==> src/rtl/tod_pkg.sv <==
// Shared definitions for the time-of-day timer: register map, CTRL/STATUS
// bit positions and the prescaler state encoding.
package tod_pkg;

    typedef enum logic [2:0] {
        ADDR_CTRL     = 3'd0,
        ADDR_STATUS   = 3'd1,
        ADDR_TOD_LO   = 3'd2,
        ADDR_TOD_HI   = 3'd3,
        ADDR_ALARM_LO = 3'd4,
        ADDR_ALARM_HI = 3'd5,
        ADDR_RSVD6    = 3'd6,
        ADDR_RSVD7    = 3'd7
    } tod_addr_e;

    localparam int CTRL_RUN_BIT         = 0;
    localparam int CTRL_ALARM_EN_BIT    = 1;
    localparam int STATUS_ALARM_HIT_BIT = 0;
    localparam int STATUS_WRAP_BIT      = 1;

    typedef logic [0:0] presc_state_t;
    localparam presc_state_t PS_STOPPED = 1'b0;
    localparam presc_state_t PS_RUNNING = 1'b1;

endpackage

==> src/rtl/tod_prescaler.sv <==
// Divides CLOCK by P_PRESCALE while running; tick is a combinational wrap
// strobe that the top registers together with the time-of-day increment.
module tod_prescaler
    import tod_pkg::*;
#(
    parameter int P_PRESCALE = 100
) (
    input  logic CLOCK,
    input  logic RESET_N,
    input  logic run,
    input  logic clear,
    output logic tick
);
    localparam int             CW   = (P_PRESCALE > 2) ? $clog2(P_PRESCALE) : 1;
    localparam logic [CW-1:0]  LAST = CW'(P_PRESCALE - 1);

    presc_state_t  state;
    logic [CW-1:0] count_reg;
    logic [CW-1:0] count_next;

    assign state = run ? PS_RUNNING : PS_STOPPED;

    // A clear (time load) restarts the period and swallows a coincident wrap.
    always_comb begin
        count_next = '0;
        tick       = 1'b0;
        case (state)
            PS_RUNNING: begin
                if (clear) begin
                    count_next = '0;
                end else if (count_reg == LAST) begin
                    count_next = '0;
                    tick       = 1'b1;
                end else begin
                    count_next = count_reg + CW'(1);
                end
            end
            default: count_next = '0;
        endcase
    end

    always_ff @(posedge CLOCK or negedge RESET_N) begin
        if (!RESET_N) begin
            count_reg <= '0;
        end else begin
            count_reg <= count_next;
        end
    end

endmodule

==> src/rtl/tod_timer_ctrl.sv <==
// Time-of-day counter with register interface, atomic 64-bit style load/read
// through HI shadow/latch, alarm compare and sticky wrap status.
module tod_timer_ctrl
    import tod_pkg::*;
#(
    parameter int P_PRESCALE  = 100,
    parameter int P_TOD_WIDTH = 48
) (
    input  logic                   CLOCK,
    input  logic                   RESET_N,
    input  logic [2:0]             ADDR,
    input  logic                   WRITE,
    input  logic                   READ,
    input  logic [31:0]            WDATA,
    output logic [31:0]            RDATA_Q,
    output logic                   RVALID_Q,
    output logic [P_TOD_WIDTH-1:0] TOD_Q,
    output logic                   TICK_Q,
    output logic                   IRQ_Q
);
    localparam int HI_W = P_TOD_WIDTH - 32;

    tod_addr_e              addr;
    logic                   wr_ctrl, wr_status, wr_tod_lo, wr_tod_hi;
    logic                   wr_alarm_lo, wr_alarm_hi, rd_tod_lo;
    logic                   run_reg, alarm_en_reg;
    logic                   hit_reg, hit_next, wrap_reg, wrap_next;
    logic                   tod_event_reg;
    logic                   presc_tick, set_hit, set_wrap;
    logic [HI_W-1:0]        hi_shadow_reg, hi_latch_reg;
    logic [P_TOD_WIDTH-1:0] alarm_reg, tod_next;
    logic [31:0]            rdata_next;

    assign addr        = tod_addr_e'(ADDR);
    assign wr_ctrl     = WRITE && (addr == ADDR_CTRL);
    assign wr_status   = WRITE && (addr == ADDR_STATUS);
    assign wr_tod_lo   = WRITE && (addr == ADDR_TOD_LO);
    assign wr_tod_hi   = WRITE && (addr == ADDR_TOD_HI);
    assign wr_alarm_lo = WRITE && (addr == ADDR_ALARM_LO);
    assign wr_alarm_hi = WRITE && (addr == ADDR_ALARM_HI);
    assign rd_tod_lo   = READ  && (addr == ADDR_TOD_LO);

    tod_prescaler #(
        .P_PRESCALE(P_PRESCALE)
    ) u_prescaler (
        .CLOCK  (CLOCK),
        .RESET_N(RESET_N),
        .run    (run_reg),
        .clear  (wr_tod_lo),
        .tick   (presc_tick)
    );

    always_comb begin
        tod_next = TOD_Q;
        if (wr_tod_lo) begin
            tod_next = {hi_shadow_reg, WDATA};
        end else if (presc_tick) begin
            tod_next = TOD_Q + P_TOD_WIDTH'(1);
        end
    end

    // The alarm compare looks at TOD_Q one cycle after it changed by tick or load.
    assign set_hit  = tod_event_reg && (TOD_Q == alarm_reg);
    assign set_wrap = presc_tick && (&TOD_Q);

    always_comb begin
        hit_next  = hit_reg;
        wrap_next = wrap_reg;
        if (wr_status) begin
            hit_next  = hit_reg  & ~WDATA[STATUS_ALARM_HIT_BIT];
            wrap_next = wrap_reg & ~WDATA[STATUS_WRAP_BIT];
        end
        hit_next  = hit_next  | set_hit;
        wrap_next = wrap_next | set_wrap;
    end

    always_comb begin
        rdata_next = '0;
        case (addr)
            ADDR_CTRL: begin
                rdata_next[CTRL_RUN_BIT]      = run_reg;
                rdata_next[CTRL_ALARM_EN_BIT] = alarm_en_reg;
            end
            ADDR_STATUS: begin
                rdata_next[STATUS_ALARM_HIT_BIT] = hit_reg;
                rdata_next[STATUS_WRAP_BIT]      = wrap_reg;
            end
            ADDR_TOD_LO:   rdata_next = TOD_Q[31:0];
            ADDR_TOD_HI:   rdata_next = 32'(hi_latch_reg);
            ADDR_ALARM_LO: rdata_next = alarm_reg[31:0];
            ADDR_ALARM_HI: rdata_next = 32'(alarm_reg[P_TOD_WIDTH-1:32]);
            default:       rdata_next = '0;
        endcase
    end

    always_ff @(posedge CLOCK or negedge RESET_N) begin
        if (!RESET_N) begin
            TOD_Q         <= '0;
            TICK_Q        <= 1'b0;
            RDATA_Q       <= '0;
            RVALID_Q      <= 1'b0;
            run_reg       <= 1'b0;
            alarm_en_reg  <= 1'b0;
            hit_reg       <= 1'b0;
            wrap_reg      <= 1'b0;
            tod_event_reg <= 1'b0;
            hi_shadow_reg <= '0;
            hi_latch_reg  <= '0;
            alarm_reg     <= '0;
        end else begin
            TOD_Q         <= tod_next;
            TICK_Q        <= presc_tick;
            tod_event_reg <= presc_tick || wr_tod_lo;
            hit_reg       <= hit_next;
            wrap_reg      <= wrap_next;
            RVALID_Q      <= READ;
            if (READ) begin
                RDATA_Q <= rdata_next;
            end
            if (rd_tod_lo) begin
                hi_latch_reg <= TOD_Q[P_TOD_WIDTH-1:32];
            end
            if (wr_ctrl) begin
                run_reg      <= WDATA[CTRL_RUN_BIT];
                alarm_en_reg <= WDATA[CTRL_ALARM_EN_BIT];
            end
            if (wr_tod_hi) begin
                hi_shadow_reg <= WDATA[HI_W-1:0];
            end
            if (wr_alarm_lo) begin
                alarm_reg[31:0] <= WDATA;
            end
            if (wr_alarm_hi) begin
                alarm_reg[P_TOD_WIDTH-1:32] <= WDATA[HI_W-1:0];
            end
        end
    end

    assign IRQ_Q = hit_reg & alarm_en_reg;

endmodule

==> config.mk <==
export PLATFORM = sky130hd
export DESIGN_NAME = tod_timer_ctrl
export DESIGN_NICKNAME = d
export VERILOG_FILES = /design/src/rtl/tod_pkg.sv /design/src/rtl/tod_prescaler.sv /design/src/rtl/tod_timer_ctrl.sv
export SDC_FILE = /design/constraint.sdc
export NUM_CORES = 1
export LEC_CHECK = 0
export CAP_MARGIN = 20
export CORE_ASPECT_RATIO = 0.75
export CORE_MARGIN = 4
export CORE_UTILIZATION = 67
export DETAILED_ROUTE_END_ITERATION = 10
export DONT_BUFFER_PORTS = 1
export PLACE_DENSITY = 0.83
export SLEW_MARGIN = 20
export SYNTH_ARGS = -nofsm -noshare
export SYNTH_HDL_FRONTEND = slang
export SYNTH_SLANG_ARGS = --single-unit
export TNS_END_PERCENT = 1
==> constraint.sdc <==
create_clock -name CLOCK -period 3.45 [get_ports CLOCK]
set_clock_uncertainty 0.05 [all_clocks]
set_input_delay 1.035 -clock CLOCK [delete_from_list [all_inputs] [get_ports CLOCK]]
set_output_delay 1.035 -clock CLOCK [all_outputs]
set_load 0.01 [all_outputs]
# Yosys cells after proc, flatten, opt, wreduce, memory -nomap -nowiden
# Index checks and enable logic that the tools add are counted.
# op_classes
reduce_logical	13
bitwise_logic	7
n_mux	13
eq_ne	7
n_addsub	2
# ops
cell	n
$pmux W30 S4	1
$mux W48	2
$add A48 B1 Y48 const B	1
$eq A48 B48 Y1	1
$reduce_and A48 Y1	1
$mux W7	3
$pmux W2 S6	1
$logic_and A1 B1 Y1	9
$add A7 B1 Y7 const B	1
$eq A7 B7 Y1 const B	1
$eq A3 B2 Y1 const B	2
$eq A3 B3 Y1 const B	2
$mux W1	6
$and A1 B1 Y1	3
$eq A3 B1 Y1 const B	1
$logic_not A3 Y1	1
$not A1 Y1	2
$or A1 B1 Y1	2
$reduce_bool A2 Y1	1
$logic_or A1 B1 Y1	1
# word_totals
in_bits	39
word_cells	56
ff_bits	174
output_inout_bits	83

# Logic depth before layout (Yosys ltp)
# Gate-level depths: netlist of the first run.
# logic_depth
ltp_word	6
mapped_depth	7
mapped_depth_nobuf	6

# Cells and area by module
# Synthesis of the first run repeated with hierarchy kept, for this count alone.
# unflattened
hier_cells	852
area_unflattened_um2	8898.5
# by_module_without_submodules
module	area_each_um2	seq_area_each_um2	cells_per_inst	instances
tod_timer_ctrl	8545.7	4179.0	817	1
tod_prescaler	352.8	175.2	35	1

# Worst setup path after synthesis of the first run
# No wires, ideal clock.
# synth_timing
path_type	input -> register
startpoint	in ADDR[1]
endpoint	reg hi_latch_reg[10]
t_required_ns	3.275
setup_slack_ns	0.695
n_path_buf	3
setup_time_ns	0.125
t_arrival_ns	2.580
path_stages	6
path_cell_list	clkbuf_1 -> nor2b_1 -> and3_1 -> clkbuf_1 -> clkbuf_1 -> mux2_2
# synth_between
elab_chain_len	2
# synth_rtl
item	line_no	rtl
from (decl)	tod_timer_ctrl.sv:11	input logic [2:0] ADDR,
$eq A3 B2 Y1	tod_timer_ctrl.sv:41	assign rd_tod_lo = READ && (addr == ADDR_TOD_LO);
$logic_and A1 B1 Y1	tod_timer_ctrl.sv:41	
to (signal assigned)	tod_timer_ctrl.sv:121	hi_latch_reg <= TOD_Q[P_TOD_WIDTH-1:32];
to (decl)	tod_timer_ctrl.sv:30	logic [HI_W-1:0] hi_shadow_reg, hi_latch_reg;
# No other way between the ends.
# A chain may end at the register's enable or synchronous reset.

# Worst setup path in the final report of the first run
# layout_timing
startpoint	reg TOD_Q[13]
endpoint	reg TOD_Q[37]
# layout_between
elab_chain_len	3
# layout_rtl
item	line_no	rtl
from (decl)	tod_timer_ctrl.sv:17	output logic [P_TOD_WIDTH-1:0] TOD_Q,
from (signal assigned)	tod_timer_ctrl.sv:111	TOD_Q <= tod_next;
$add A48 B1 Y48	tod_timer_ctrl.sv:58	tod_next = TOD_Q + P_TOD_WIDTH'(1);
$mux W48	tod_timer_ctrl.sv:57	end else if (presc_tick) begin
$mux W48	tod_timer_ctrl.sv:55	if (wr_tod_lo) begin
# No other way between the ends. The select of a mux whose other input is x is not followed.

==> reports/summary.txt, run 1 <==
detailed-route via count: 7,222
htree depth: 4
routability cong.: 1.05
critical path's top delay family: simple AND/OR/NAND/NOR gates
critical path cell sequence: and4_1 > nand4_1 > or4_1 > or4_1 > a31oi_1
Die Span Y: 107 µm
Setup-failing EPs final: 0
first-pass GRT wire length: 42,900 µm
synth unique cells: 53
Fin. Hold Viols: 0
CP arrival: 3.07 ns
Min Hold Slack: 0.238 ns
status: finished, final reports clean
drt wl/cell: 27.6 µm
root buf cell: clkbuf_16
Final period util: 80.4%
1st-pass router iterations: 6
die footprint: 15,100 µm²
number of fill cells in the layout: 880
Max Slew Vio Count: 0
post-synthesis cell count: 842
post-DP HPWL: 18,900 µm
NumNets Final: 855
PnR worst setup slack: 0.678 ns
Slew headroom: 52.5%
Netlist Area Pre-Place: 8820 µm²
clock-pin slew on the worst setup and hold paths: 0.07 ns
Top FF cell, synth: dfrtp_1
DRT iter0 DRCs: 834
area grow syn2layout: 8.42%
DR WL met2: 12,000 µm
Yosys warning count: 0
DIE WIDTH: 141 µm
Critical Path Source Type: flip-flop
EDFF count, synth: 0
total gr overflow: 0
Leak: 3.79 nW
capture point of the worst reg-to-reg path: TOD_Q[37]$_DFFE_PN0P_
# diodes: 0
vias per std cell: 7.24
# hold bufs at CTS: 0
crit path kind: flip-flop to flip-flop
layout cells sized above 1: 17.4%
Critical Path RT: 3.75 ns
Clk Latency, worst-skew pair: 0.44 ns
Most Frequent Cell on Critical Path: or4_1
CP max-delay cell: dfrtp_1
CTS tree: done
fmax: 361 MHz
Reg area: 4350 µm²
Crit path depth: 5
Std-Cell Rows: 36
pre-CTS setup slack: 0.780 ns
CTS Buf Count: 17
crit path buf inv count: 0
vias in the first global route: 7,071
PortBufs: 0
RSZ-0062 raised after global routing: no
maximum resistive drop on vdd: 499 µV
fraction of registers with async set/reset: 100%
worst-path fanout max: 9
HP Class: primary input to asynchronous set/reset pin
DR top layer: met5
DRT antenna net count: 0
power density cells: 653 nW/µm²
#FFs+latches synth: 174
R2R cell count: 5
Net Count, Synth: 883
R2R setup slack: 0.68 ns
CTS Sinks: 174
M1 WL: 11,200 µm
postcts setup bufs: 0
initial antenna violation count: 1
register area share after synthesis: 49.4%
overall routing resource usage: 37.3%
Reg2Reg Launch Point: TOD_Q[13]$_DFFE_PN0P_
Max Cap Viol: 0
Multi-input gate area: 4100 µm²
placed insts: 966
Worst setup EP type: flip-flop
CTS max path bufs: 2
routed wire length on met3: 3800 µm
Slew @ Worst Pin: 0.706 ns
Worst Setup EP: TOD_Q[37]$_DFFE_PN0P_
min Tclk post-route: 2.77 ns
Initial Util: 68.2%
largest net degree at the start of global routing: 175
core box area: 12,900 µm²
Ports: 122
Post-Route WL: 27,500 µm
setup_tns: 0 ns
mean post-synth cell area: 10.5 µm²
fin cells: 998
Crit path largest cell delay: 0.61 ns
Critical Path Start: TOD_Q[13]$_DFFE_PN0P_
CTS resizes: 0
drt drc: 0
## through the flow
stage	utilization (%)	cell area, µm²	power, W
2_1_floorplan	-	8820	0.00373
3_3_place_gp	69.2	8950	0.00411
3_5_place_dp	69.2	8950	0.00418
4_1_cts	74.0	9570	0.00620
5_1_grt	74.0	9570	0.00649
6_report	74.0	9570	0.00625
## report_power, final
| group | internal, W | total (W) | switching [W] | leakage (nW) |
|---|---|---|---|---|
| combinational | 0.000551 | 0.00113 | 0.000574 | 1.35 |
| clock | 0.00119 | 0.00204 | 0.000851 | 0.292 |
| sequential | 0.00245 | 0.00308 | 0.000634 | 2.15 |
## cell usage in the layout (no fill, tap or decap), types with 7 or more instances in the layout
master     netlist  layout
mux2_2          86      86
inv_1           40      40
a21oi_1          7       7
and4_1           8       8
nand2_1         63      63
clkbuf_16        0      17
nand4_1         20      20
and3_1          13      13
and2_1           7       7
nor3_1          15      15
a31oi_1          9       9
xor2_1          33      33
dfrtp_1        174     174
o21ai_0         40      40
o32ai_1         12      12
buf_4            0      15
a22oi_1         20      20
xnor2_1         47      47
a221oi_1        25      25
o22ai_1         18      18
nor2_1          38      38
nand3_1         28      28
nor4_1          25      25
## worst min-delay path by stage
| stage | start | end | slack, ns | cells after the start |
|---|---|---|---|---|
| floorplan | u_prescaler.count_reg[0]$_DFF_PN0_ | u_prescaler.count_reg[0]$_DFF_PN0_ | 0.38 | 1 |
| global placement | u_prescaler.count_reg[0]$_DFF_PN0_ | u_prescaler.count_reg[0]$_DFF_PN0_ | 0.40 | 1 |
| detailed placement | u_prescaler.count_reg[0]$_DFF_PN0_ | u_prescaler.count_reg[0]$_DFF_PN0_ | 0.41 | 1 |
| CTS | RESET_N | hi_shadow_reg[3]$_DFFE_PN0P_ | 0.23 | 0 |
| global route | RESET_N | hi_shadow_reg[3]$_DFFE_PN0P_ | 0.22 | 0 |
| finish | RESET_N | hi_shadow_reg[3]$_DFFE_PN0P_ | 0.24 | 0 |
## cells by family after synthesis
| kind of cell | after synthesis | share of synthesized area (%) |
|---|---|---|
| compound gates | 151 | 11.8 |
| simple gates | 244 | 14.8 |
| mux | 88 | 11.2 |
| flops | 174 | 49.4 |
| xor+xnor | 80 | 7.94 |
| buf+inv | 103 | 4.52 |
| fa+ha+maj | 2 | 0.284 |
## synthesized netlist by cell type, types with 2 or more instances
cell / number / area (µm²)
nand2_1: 63 / 236
dfrtp_1: 174 / 4350
o21ai_0: 40 / 200
nand4_2: 2 / 25.0
mux2_2: 86 / 968
clkbuf_1: 51 / 191
a311oi_1: 2 / 17.5
buf_2: 4 / 20.0
nand4bb_1: 2 / 22.5
o31ai_1: 4 / 30.0
nor3_1: 15 / 75.1
xor2_1: 33 / 289
a31o_2: 2 / 17.5
or4_1: 6 / 45.0
or3_1: 3 / 18.8
nor2b_1: 3 / 18.8
o32ai_1: 12 / 105
a21oi_1: 7 / 35.0
inv_1: 40 / 150
ha_1: 2 / 25.0
and4_1: 8 / 70.1
a221oi_1: 25 / 219
nand3_1: 28 / 140
buf_1: 7 / 26.3
nand4b_1: 2 / 17.5
a22oi_1: 20 / 150
a31oi_1: 9 / 56.3
nor4_1: 25 / 156
nor2_1: 38 / 143
and2_1: 7 / 43.8
mux2i_1: 2 / 20.0
o22ai_1: 18 / 113
nand4_1: 20 / 125
a211oi_1: 3 / 22.5
and3_1: 13 / 81.3
xnor2_1: 47 / 412
o211ai_1: 3 / 22.5
## layer usage
metal,global-route usage [%],vias to the layer above
met5,0,-
met4,10.7,2
met3,12.3,65
met2,52.8,539
met1,55.3,3600
li1,-,3016
## area by class of cell
| cell class | count | area share (%) |
|---|---|---|
| Tap cell | 171 | 2.24 |
| Multi-Input combinational cell | 565 | 42.9 |
| Clock buffer | 21 | 4.81 |
| Sequential cell | 174 | 45.5 |
| Timing Repair Buffer | 16 | 1.39 |
| Clock inverter | 11 | 1.62 |
| Inverter | 40 | 1.57 |
Note: power is estimated with default switching activity, not from simulation.
==> run 2, diff against run 1 <==
CORE_UTILIZATION = 64   (was 67)
PLACE_DENSITY = 0.8   (was 0.83)
clock period = 2.6 ns   (was 3.45 ns; I/O delays follow)
==> run 2 against run 1 <==
Register-to-register slack worse by 0.60 ns. The run now ends with hold timing left. Die area is 4.4% higher. Critical endpoint is now TOD_Q[41]$_DFFE_PN0P_. Maximum frequency is 9.8% higher. Critical path depth is 2 higher. Largest cell class unchanged. Non-clock buffer count is 50 higher. Final cell count is 5.0% higher.
==> reports/summary.txt, run 2 (synthesized netlist as in run 1, its figures left out) <==
status: finished, violations left (was finished, final reports clean)
failing checks: hold timing
1st-pass router iterations: 5 (was 6)
PortBufs: 0 (unchanged)
Critical Path RT: 2.90 ns (was 3.75 ns)
pre-CTS setup slack: 0.156 ns (was 0.780 ns)
NumNets Final: 905 (was 855)
Worst setup EP type: flip-flop (unchanged)
final instance area: 9910 µm² (was 9570 µm²)
CP arrival: 2.83 ns (was 3.07 ns)
Fin. Hold Viols: 57 (was 0)
CTS max path bufs: 2 (unchanged)
htree depth: 4 (unchanged)
CTS tree: done (unchanged)
CTS resizes: 0 (unchanged)
Initial Util: 66.6% (was 68.2%)
Die Span Y: 110 µm (was 107 µm)
Std-Cell Rows: 36 (unchanged)
root buf cell: clkbuf_16 (unchanged)
power density cells: 824 nW/µm² (was 653 nW/µm²)
area grow syn2layout: 12.3% (was 8.42%)
drt wl/cell: 26.6 µm (was 27.6 µm)
Pwr Total: 0.00816 W (was 0.00625 W)
drt drc: 0 (unchanged)
Critical Path Source Type: flip-flop (unchanged)
vias in the first global route: 7,104 (was 7,071)
DRT antenna net count: 0 (unchanged)
min Tclk post-route: 2.52 ns (was 2.77 ns)
commonest non-fill, non-tap cell in the layout: dfrtp_1 (unchanged)
die footprint: 15,700 µm² (was 15,100 µm²)
DIE WIDTH: 144 µm (was 141 µm)
Slew @ Worst Pin: 0.716 ns (was 0.706 ns)
largest net degree at the start of global routing: 175 (unchanged)
Post-Route WL: 27,900 µm (was 27,500 µm)
fin util: 74.8% (was 74.0%)
Max Slew Vio Count: 0 (unchanged)
capture point of the worst reg-to-reg path: TOD_Q[41]$_DFFE_PN0P_ (was TOD_Q[37]$_DFFE_PN0P_)
maximum resistive drop on vdd: 619 µV (was 499 µV)
Clk Latency, worst-skew pair: 0.44 ns (about the same)
PnR worst setup slack: 0.0751 ns (was 0.678 ns)
HP Class: primary input to asynchronous set/reset pin (unchanged)
CTS Buf Count: 17 (unchanged)
layout cells sized above 1: 22.2% (was 17.4%)
DRT iter0 DRCs: 830 (was 834)
first-pass GRT wire length: 42,400 µm (was 42,900 µm)
overall routing resource usage: 36.4% (was 37.3%)
fmax: 396 MHz (was 361 MHz)
initial antenna violation count: 0 (was 1)
core box area: 13,200 µm² (was 12,900 µm²)
Slew headroom: 52.2% (was 52.5%)
clock-pin slew on the worst setup and hold paths: 0.07 ns (about the same)
post-DP HPWL: 20,000 µm (was 18,900 µm)
detailed-route via count: 7,294 (was 7,222)
Final period util: 97.1% (was 80.4%)
Min Hold Slack: -0.0139 ns (was 0.238 ns)
Max Cap Viol: 0 (unchanged)
commonest non-fill, non-tap cells in the layout: 174 x dfrtp_1, 86 x mux2_2, 63 x nand2_1 (unchanged)
R2R cell count: 7 (was 5)
R2R setup slack: 0.08 ns (was 0.68 ns)
Reg2Reg Launch Point: u_prescaler.count_reg[3]$_DFF_PN0_ (was TOD_Q[13]$_DFFE_PN0P_)
RSZ-0062 raised after global routing: yes (was no)
worst-path fanout max: 6 (was 9)
Post-DP Area: 9360 µm² (was 8950 µm²)
Setup-failing EPs final: 0 (unchanged)
crit path kind: flip-flop to flip-flop (unchanged)
vias per std cell: 6.96 (was 7.24)
CTS Sinks: 174 (unchanged)
Leak: 4.01 nW (was 3.79 nW)
routability cong.: 0.969 (was 1.05)
total gr overflow: 0 (unchanged)
# diodes: 0 (unchanged)
Ports: 122 (unchanged)
[run 2: timing repair]
item / in CTS / in global routing
buffers inserted: 0 / 0
hold endpoints to repair: 168 / 98
endpoints found under the setup margin: 0 / 2
[run 2: metal layers]
metal / global-route usage (%) / share of wire, %
met1: 51.5 / 41
met2: 52.8 / 43
met3: 13.8 / 13
met4: 10.1 / 2.6
met5: 0 / 0
[run 2: cell type report]
class,instances,area (µm²)
Multi-Input combinational cell,565,4100
Tap cell,171,214
Clock inverter,13,105
Inverter,40,150
Fill cell,936,3330
Clock buffer,19,443
Sequential cell,174,4350
Timing Repair Buffer,66,546
[run 2: per-stage QoR]
| stage | std cells | TNS [ns] |
|---|---|---|
| 5_1_grt | 1048 | -0.0140 |
| 6_report | 1048 | 0 |
| 3_5_place_dp | 1016 | 0 |
| 4_1_cts | 1048 | 0 |
| 2_1_floorplan | 842 | 0 |
| 3_3_place_gp | 1016 | 0 |
[run 2: power breakdown]
part | internal, W | switching [W] | leakage [nW]
combinational | 0.000869 | 0.00103 | 1.61
clock | 0.00126 | 0.00115 | 0.257
sequential | 0.00325 | 0.000601 | 2.15
[run 2: worst max-delay path, stage by stage (launching register included)]
cell and delay, ns:
dfrtp_1 0.44, nor4b_4 0.41, nand4_2 0.28, buf_4 0.26, nor3_1 0.48, buf_4 0.23
nand4b_1 0.11, a31oi_1 0.18
[run 2: worst max path at each step]
stage	startpoint	endpoint	slack, ns
final	u_prescaler.count_reg[3]$_DFF_PN0_	TOD_Q[41]$_DFFE_PN0P_	0.08
after global routing	u_prescaler.count_reg[3]$_DFF_PN0_	TOD_Q[14]$_DFFE_PN0P_	-0.01
after detailed placement	u_prescaler.count_reg[3]$_DFF_PN0_	TOD_Q[44]$_DFFE_PN0P_	0.16
after global placement	u_prescaler.count_reg[3]$_DFF_PN0_	TOD_Q[41]$_DFFE_PN0P_	0.16
after floorplan	ADDR[1]	hi_latch_reg[10]$_DFFE_PN0P_	0.1
after CTS	u_prescaler.count_reg[3]$_DFF_PN0_	TOD_Q[43]$_DFFE_PN0P_	0.12
==> RTL edit 1, RTL diff (config.mk and constraints of run 1) <==
Remove the register `TICK_Q`: a continuous assignment takes its place, so the output `TICK_Q` follows one clock earlier.
--- a/src/rtl/tod_timer_ctrl.sv
+++ b/src/rtl/tod_timer_ctrl.sv
@@ -96,7 +96,6 @@
     always_ff @(posedge CLOCK or negedge RESET_N) begin
         if (!RESET_N) begin
             TOD_Q         <= '0;
-            TICK_Q        <= 1'b0;
             RDATA_Q       <= '0;
             RVALID_Q      <= 1'b0;
             run_reg       <= 1'b0;
@@ -109,7 +108,6 @@
             alarm_reg     <= '0;
         end else begin
             TOD_Q         <= tod_next;
-            TICK_Q        <= presc_tick;
             tod_event_reg <= presc_tick || wr_tod_lo;
             hit_reg       <= hit_next;
             wrap_reg      <= wrap_next;
@@ -136,6 +134,8 @@
         end
     end
 
+    assign TICK_Q = presc_tick;
+
     assign IRQ_Q = hit_reg & alarm_en_reg;
 
 endmodule
Function: same outputs for any inputs over 4 cycles, from zero or initial values and one cycle with RESET_N low; that may be too few to reach the edited logic, so the function may still have changed.
==> RTL edit 1 against run 1 <==
Cell area shrank 0.35%. Area after synthesis shrank 0.28%. Wire length shrank 2.2%. Sequential share of layout area is 0.10 points lower. Total power down 1.4%. Setup slack worse by 0.27 ns. First-iteration DRC count fell by 1.7%. Die area decreased by 0.26%. Critical path depth down 2. Register-to-register slack lost 0.18 ns. Largest power group unchanged. Sequential cell count shrank 1.
==> RTL edit 1: results (changes against run 1) <==
- Standard cell area after detailed placement: 0.00893 mm2 (-0.18%)
- Data arrival at the endpoint of the critical path: 1.95 ns (-1.12 ns)
- GP Congestion: 0.925 (-12%)
- Stage delay of the slowest cell on the critical path: 0.53 ns (-0.08 ns)
- Total via count in the routed design: 7,054 (-2.3%)
- Drt wl/cell: 27.1 um (-1.8%)
- Result of the run: completed
- Vias in the first global route: 7,028 (-0.61%)
- Maximum number of pins on one net before global-route repair: 174 (-0.57%)
- Top fanout value on the critical path: 7 (-2)
- First-pass iteration count of the detailed router: 5 (-1)
- Synthesized area per cell: 10.5 um2 (-0.17%)
- Cell at the slowest stage of the critical path: sky130_fd_sc_hd__nor4b_4
- Number of antenna violations at the first check in global routing: 0 (-1)
- Leading cell types by count after synthesis: 173 x sky130_fd_sc_hd__dfrtp_1, 86 x sky130_fd_sc_hd__mux2_2, 63 x sky130_fd_sc_hd__nand2_1
- Top cell type's share of synthesized area: 49.2% (-0.14 points)
- First-pass GRT wire length: 41.6 mm (-2.9%)
- Final layout net count: 856 (+0.12%)
- Tot GR Track Use: 36.4% (-0.97 points)
- Maximum clock rate: 0.329 GHz (-8.8%)
- Reg-to-Reg Start: u_prescaler.count_reg[3]$_DFF_PN0_
- Starting DRT DRC Count: 820 (-1.7%)
- Worst R2R End: TOD_Q[44]$_DFFE_PN0P_
- Leakage component of the power: 3.78 nW (-0.16%)
- Number of nets produced by synthesis: 882 (-0.11%)
-- RTL edit 1: worst reg2reg max path, stage by stage (launching register included) --
cell and delay, ns:
sky130_fd_sc_hd__dfrtp_1 0.45, sky130_fd_sc_hd__nor4b_4 0.53, sky130_fd_sc_hd__nand4_2 0.50, sky130_fd_sc_hd__nor4_2 0.85
sky130_fd_sc_hd__a21oi_1 0.16, sky130_fd_sc_hd__o31a_1 0.31
-- RTL edit 1: final cells by class --
type                    count  area, um2  area share, %
inverters                  40        150           1.58
flip-flops and latches    173       4330           45.4
well taps                 166        208           2.18
repair buffers             18        148           1.55
clock buffers              20        447           4.69
multi-input cells         565       4100           43.0
clock inverters            12        151           1.59
-- RTL edit 1: metal layers --
layer | part of all wire [%] | vias to the layer above | GRT usage [%]
met3 | 14 | 46 | 14.3
li1 | - | 3019 | -
met4 | 2.2 | 0 | 10.6
met2 | 43 | 493 | 52.4
met1 | 40 | 3496 | 51.4
met5 | 0 | - | 0
-- RTL edit 1: kinds of logic (layout without fill, tap and decap cells) --
kind of cell,after synthesis,after routing,synth area share [%]
AND/OR/NAND/NOR,244,244,14.9
adder cells (fa/ha/maj),2,2,0.284
XOR/XNOR,80,80,7.96
AO/OA/AOI/OAI,151,151,11.9
flip-flops,173,173,49.2
multiplexers,88,88,11.2
buffers and inverters,103,90,4.54
-- RTL edit 1: where the power goes --
part           switching (mW)  internal, mW
clock network           0.882          1.11
registers               0.623          2.44
logic                   0.561         0.545
==> RTL edit 2, RTL diff (flow settings as in run 1) <==
Made on the original files. `P_PRESCALE` is set to 100 in 2 places; all go to 150.
--- a/src/rtl/tod_prescaler.sv
+++ b/src/rtl/tod_prescaler.sv
@@ -3,7 +3,7 @@
 module tod_prescaler
     import tod_pkg::*;
 #(
-    parameter int P_PRESCALE = 100
+    parameter int P_PRESCALE = 150
 ) (
     input  logic CLOCK,
     input  logic RESET_N,
--- a/src/rtl/tod_timer_ctrl.sv
+++ b/src/rtl/tod_timer_ctrl.sv
@@ -3,7 +3,7 @@
 module tod_timer_ctrl
     import tod_pkg::*;
 #(
-    parameter int P_PRESCALE  = 100,
+    parameter int P_PRESCALE  = 150,
     parameter int P_TOD_WIDTH = 48
 ) (
     input  logic                   CLOCK,
Function: same outputs for any inputs over 4 cycles, from zero or initial values and one cycle with RESET_N low; that may be too few to reach the edited logic, so the function may still have changed.
==> RTL edit 2 against run 1 <==
Area after synthesis grew 2.7%. Clock power shrank 4%. First-iteration DRC count grew 9.7%. Sequential cell count grew 1. Cell area grew 1.8%. Total power shrank 2.4%. Wire length shrank 5.2%. Setup slack gained 0.064 ns. Sequential power is essentially flat. Critical path depth is the same. Worst hold slack gained 0.0023 ns. Critical path type unchanged. Highest routed layer unchanged.
==> RTL edit 2: results (changes against run 1) <==
- Post-synthesis xor/xnor area fraction: 8.21% (+0.27 points)
- Cell at the slowest stage of the critical path: sky130_fd_sc_hd__or4b_2
- Filler cells: 839 (-4.7%)
- Number of nets produced by synthesis: 884 (+0.11%)
- Total length of routed met2 wires: 11.7 mm (-1.8%)
- Ranking of synthesized cells by area: sky130_fd_sc_hd__dfrtp_1 48%, sky130_fd_sc_hd__mux2_2 11%, sky130_fd_sc_hd__xnor2_1 5.2%, sky130_fd_sc_hd__xor2_1 3.0%, sky130_fd_sc_hd__nand2_1 2.8%
- Total via count in the routed design: 7,085 (-1.9%)
- Reg-to-Reg Start: TOD_Q[7]$_DFFE_PN0P_
- Stage delay of the slowest cell on the critical path: 0.61 ns (about the same)
- Standard cell area after detailed placement: 0.00914 mm2 (+2.1%)
- Proportion of layout cells with a drive suffix above 1: 19.1% (+1.7 points)
- Proportion of synthesized chip area in sequential cells: 48.3% (-1.0 points)
- Final layout net count: 866 (+1.3%)
- Wire length on met3: 3.22 mm (-15%)
- Post-detailed-placement half-perimeter wirelength: 17.9 mm (-4.9%)
- Worst IR drop on VDD: 0.428 mV (-14%)
- Data arrival at the endpoint of the critical path: 3.03 ns (-0.04 ns)
- Worst-margin pin slew: 0.729 ns (+0.0235 ns)
- Ys async rst share: 100% (unchanged)
- Tot GR Track Use: 34.3% (-3.0 points)
- Clock-pin slew of the registers on the worst-case setup and hold paths: 0.07 ns (about the same)
- Post-synthesis adder-cell area fraction: 0.414% (+0.13 points)
- Wire length after detailed routing: 26.1 mm (-5.2%)
- First-pass GRT wire length: 40.1 mm (-6.5%)
- Maximum number of pins on one net before global-route repair: 176 (+0.57%)
- Mux cell area share after synthesis: 12.0% (+0.75 points)
- Number of warnings issued by yosys: 0 (unchanged)
- GP Congestion: 0.958 (-8.5%)
- Leakage component of the power: 3.90 nW (+2.8%)
- Root cell of the clock tree: sky130_fd_sc_hd__clkbuf_16
- Vias in the first global route: 6,998 (-1.0%)
- Top fanout value on the critical path: 9 (unchanged)
- Routed length on met1: 10.2 mm (-8.4%)
- Leading cell types by count after synthesis: 175 x sky130_fd_sc_hd__dfrtp_1, 88 x sky130_fd_sc_hd__mux2_2, 68 x sky130_fd_sc_hd__nand2_1
- Fraction of the mapped netlist area in compound gates: 10.2% (-1.6 points)
- Result of the run: completed
- Synth cell types: 60 (+13%)
- Number of buffers created by CTS: 17 (unchanged)
- Startpoint of the worst setup timing path: TOD_Q[7]$_DFFE_PN0P_
- Starting DRT DRC Count: 915 (+9.7%)
- Die width: 142 um (+1.3%)
- Buffers from clock root to sink, at most: 2 (unchanged)
-- RTL edit 2: cell types whose count changed in the layout (fill, tap and decap cells not counted), sizes merged, moves of 6 or more --
cell / before / now
nand4: 22 / 32
nor4: 26 / 18
buf: 16 / 23
inv: 43 / 33
xnor2: 47 / 54
a221oi: 25 / 19
nand2: 63 / 69
-- RTL edit 2: area by class of cell --
type / instances / share of cell area, %
clock buffers: 23 / 5.01
repair buffers: 23 / 1.90
well taps: 171 / 2.20
flip-flops and latches: 175 / 45.0
multi-input cells: 574 / 43.5
inverters: 33 / 1.27
clock inverters: 9 / 1.11
-- RTL edit 2: report_power, final --
part	internal, mW	switching [mW]	total (mW)
combinational	0.550	0.519	1.07
clock	1.14	0.812	1.95
sequential	2.44	0.631	3.07
total	4.13	1.96	6.09
-- RTL edit 2: layer usage --
| layer | GRT usage, % | vias to the layer above |
|---|---|---|
| met1 | 47.9 | 3492 |
| li1 | - | 3010 |
| met2 | 51.1 | 480 |
| met5 | 0 | - |
| met4 | 14.5 | 2 |
| met3 | 9.51 | 101 |
-- RTL edit 2: per-stage QoR --
stage | cells | hold slack (ns) | power [mW] | utilization, % | setup WS [ns]
finish | 1008 | 0.240 | 6.09 | 74.3 | 0.742
global route | 1008 | 0.229 | 6.31 | 74.3 | 0.628
CTS | 1008 | 0.241 | 6.05 | 74.3 | 0.848
detailed placement | 976 | 0.422 | 4.12 | 69.7 | 0.868
global placement | 976 | 0.405 | 4.05 | 69.7 | 0.890
floorplan | 842 | 0.383 | 3.76 | - | 0.763
-- RTL edit 2: worst max-delay path: cells and delay by family (launching register included) --
| family | cells | cell delay, ns |
|---|---|---|
| DFF | 1 | 0.59 |
| and+or+nand+nor | 5 | 1.98 |
-- RTL edit 2: final timing paths --
| check | end | slack (ns) | cells after the start |
|---|---|---|---|
| setup / recovery | TOD_Q[39]$_DFFE_PN0P_ | 0.74 | 5 |
| hold / removal | u_prescaler.count_reg[1]$_DFF_PN0_ | 0.24 | 0 |
| setup reg to reg | TOD_Q[39]$_DFFE_PN0P_ | 0.74 | 5 |
| hold reg to reg | TOD_Q[38]$_DFFE_PN0P_ | 0.44 | 2 |
| max in group asynchronous | RDATA_Q[4]$_DFFE_PN0P_ | 2.82 | 0 |
| min in group CLOCK | TOD_Q[38]$_DFFE_PN0P_ | 0.44 | 2 |
-- RTL edit 2: logic make-up after synthesis --
logic type | after synthesis
fa+ha+maj | 3
compound gates | 137
flops | 175
buf+inv | 93
mux | 96
xor+xnor | 85
simple gates | 253
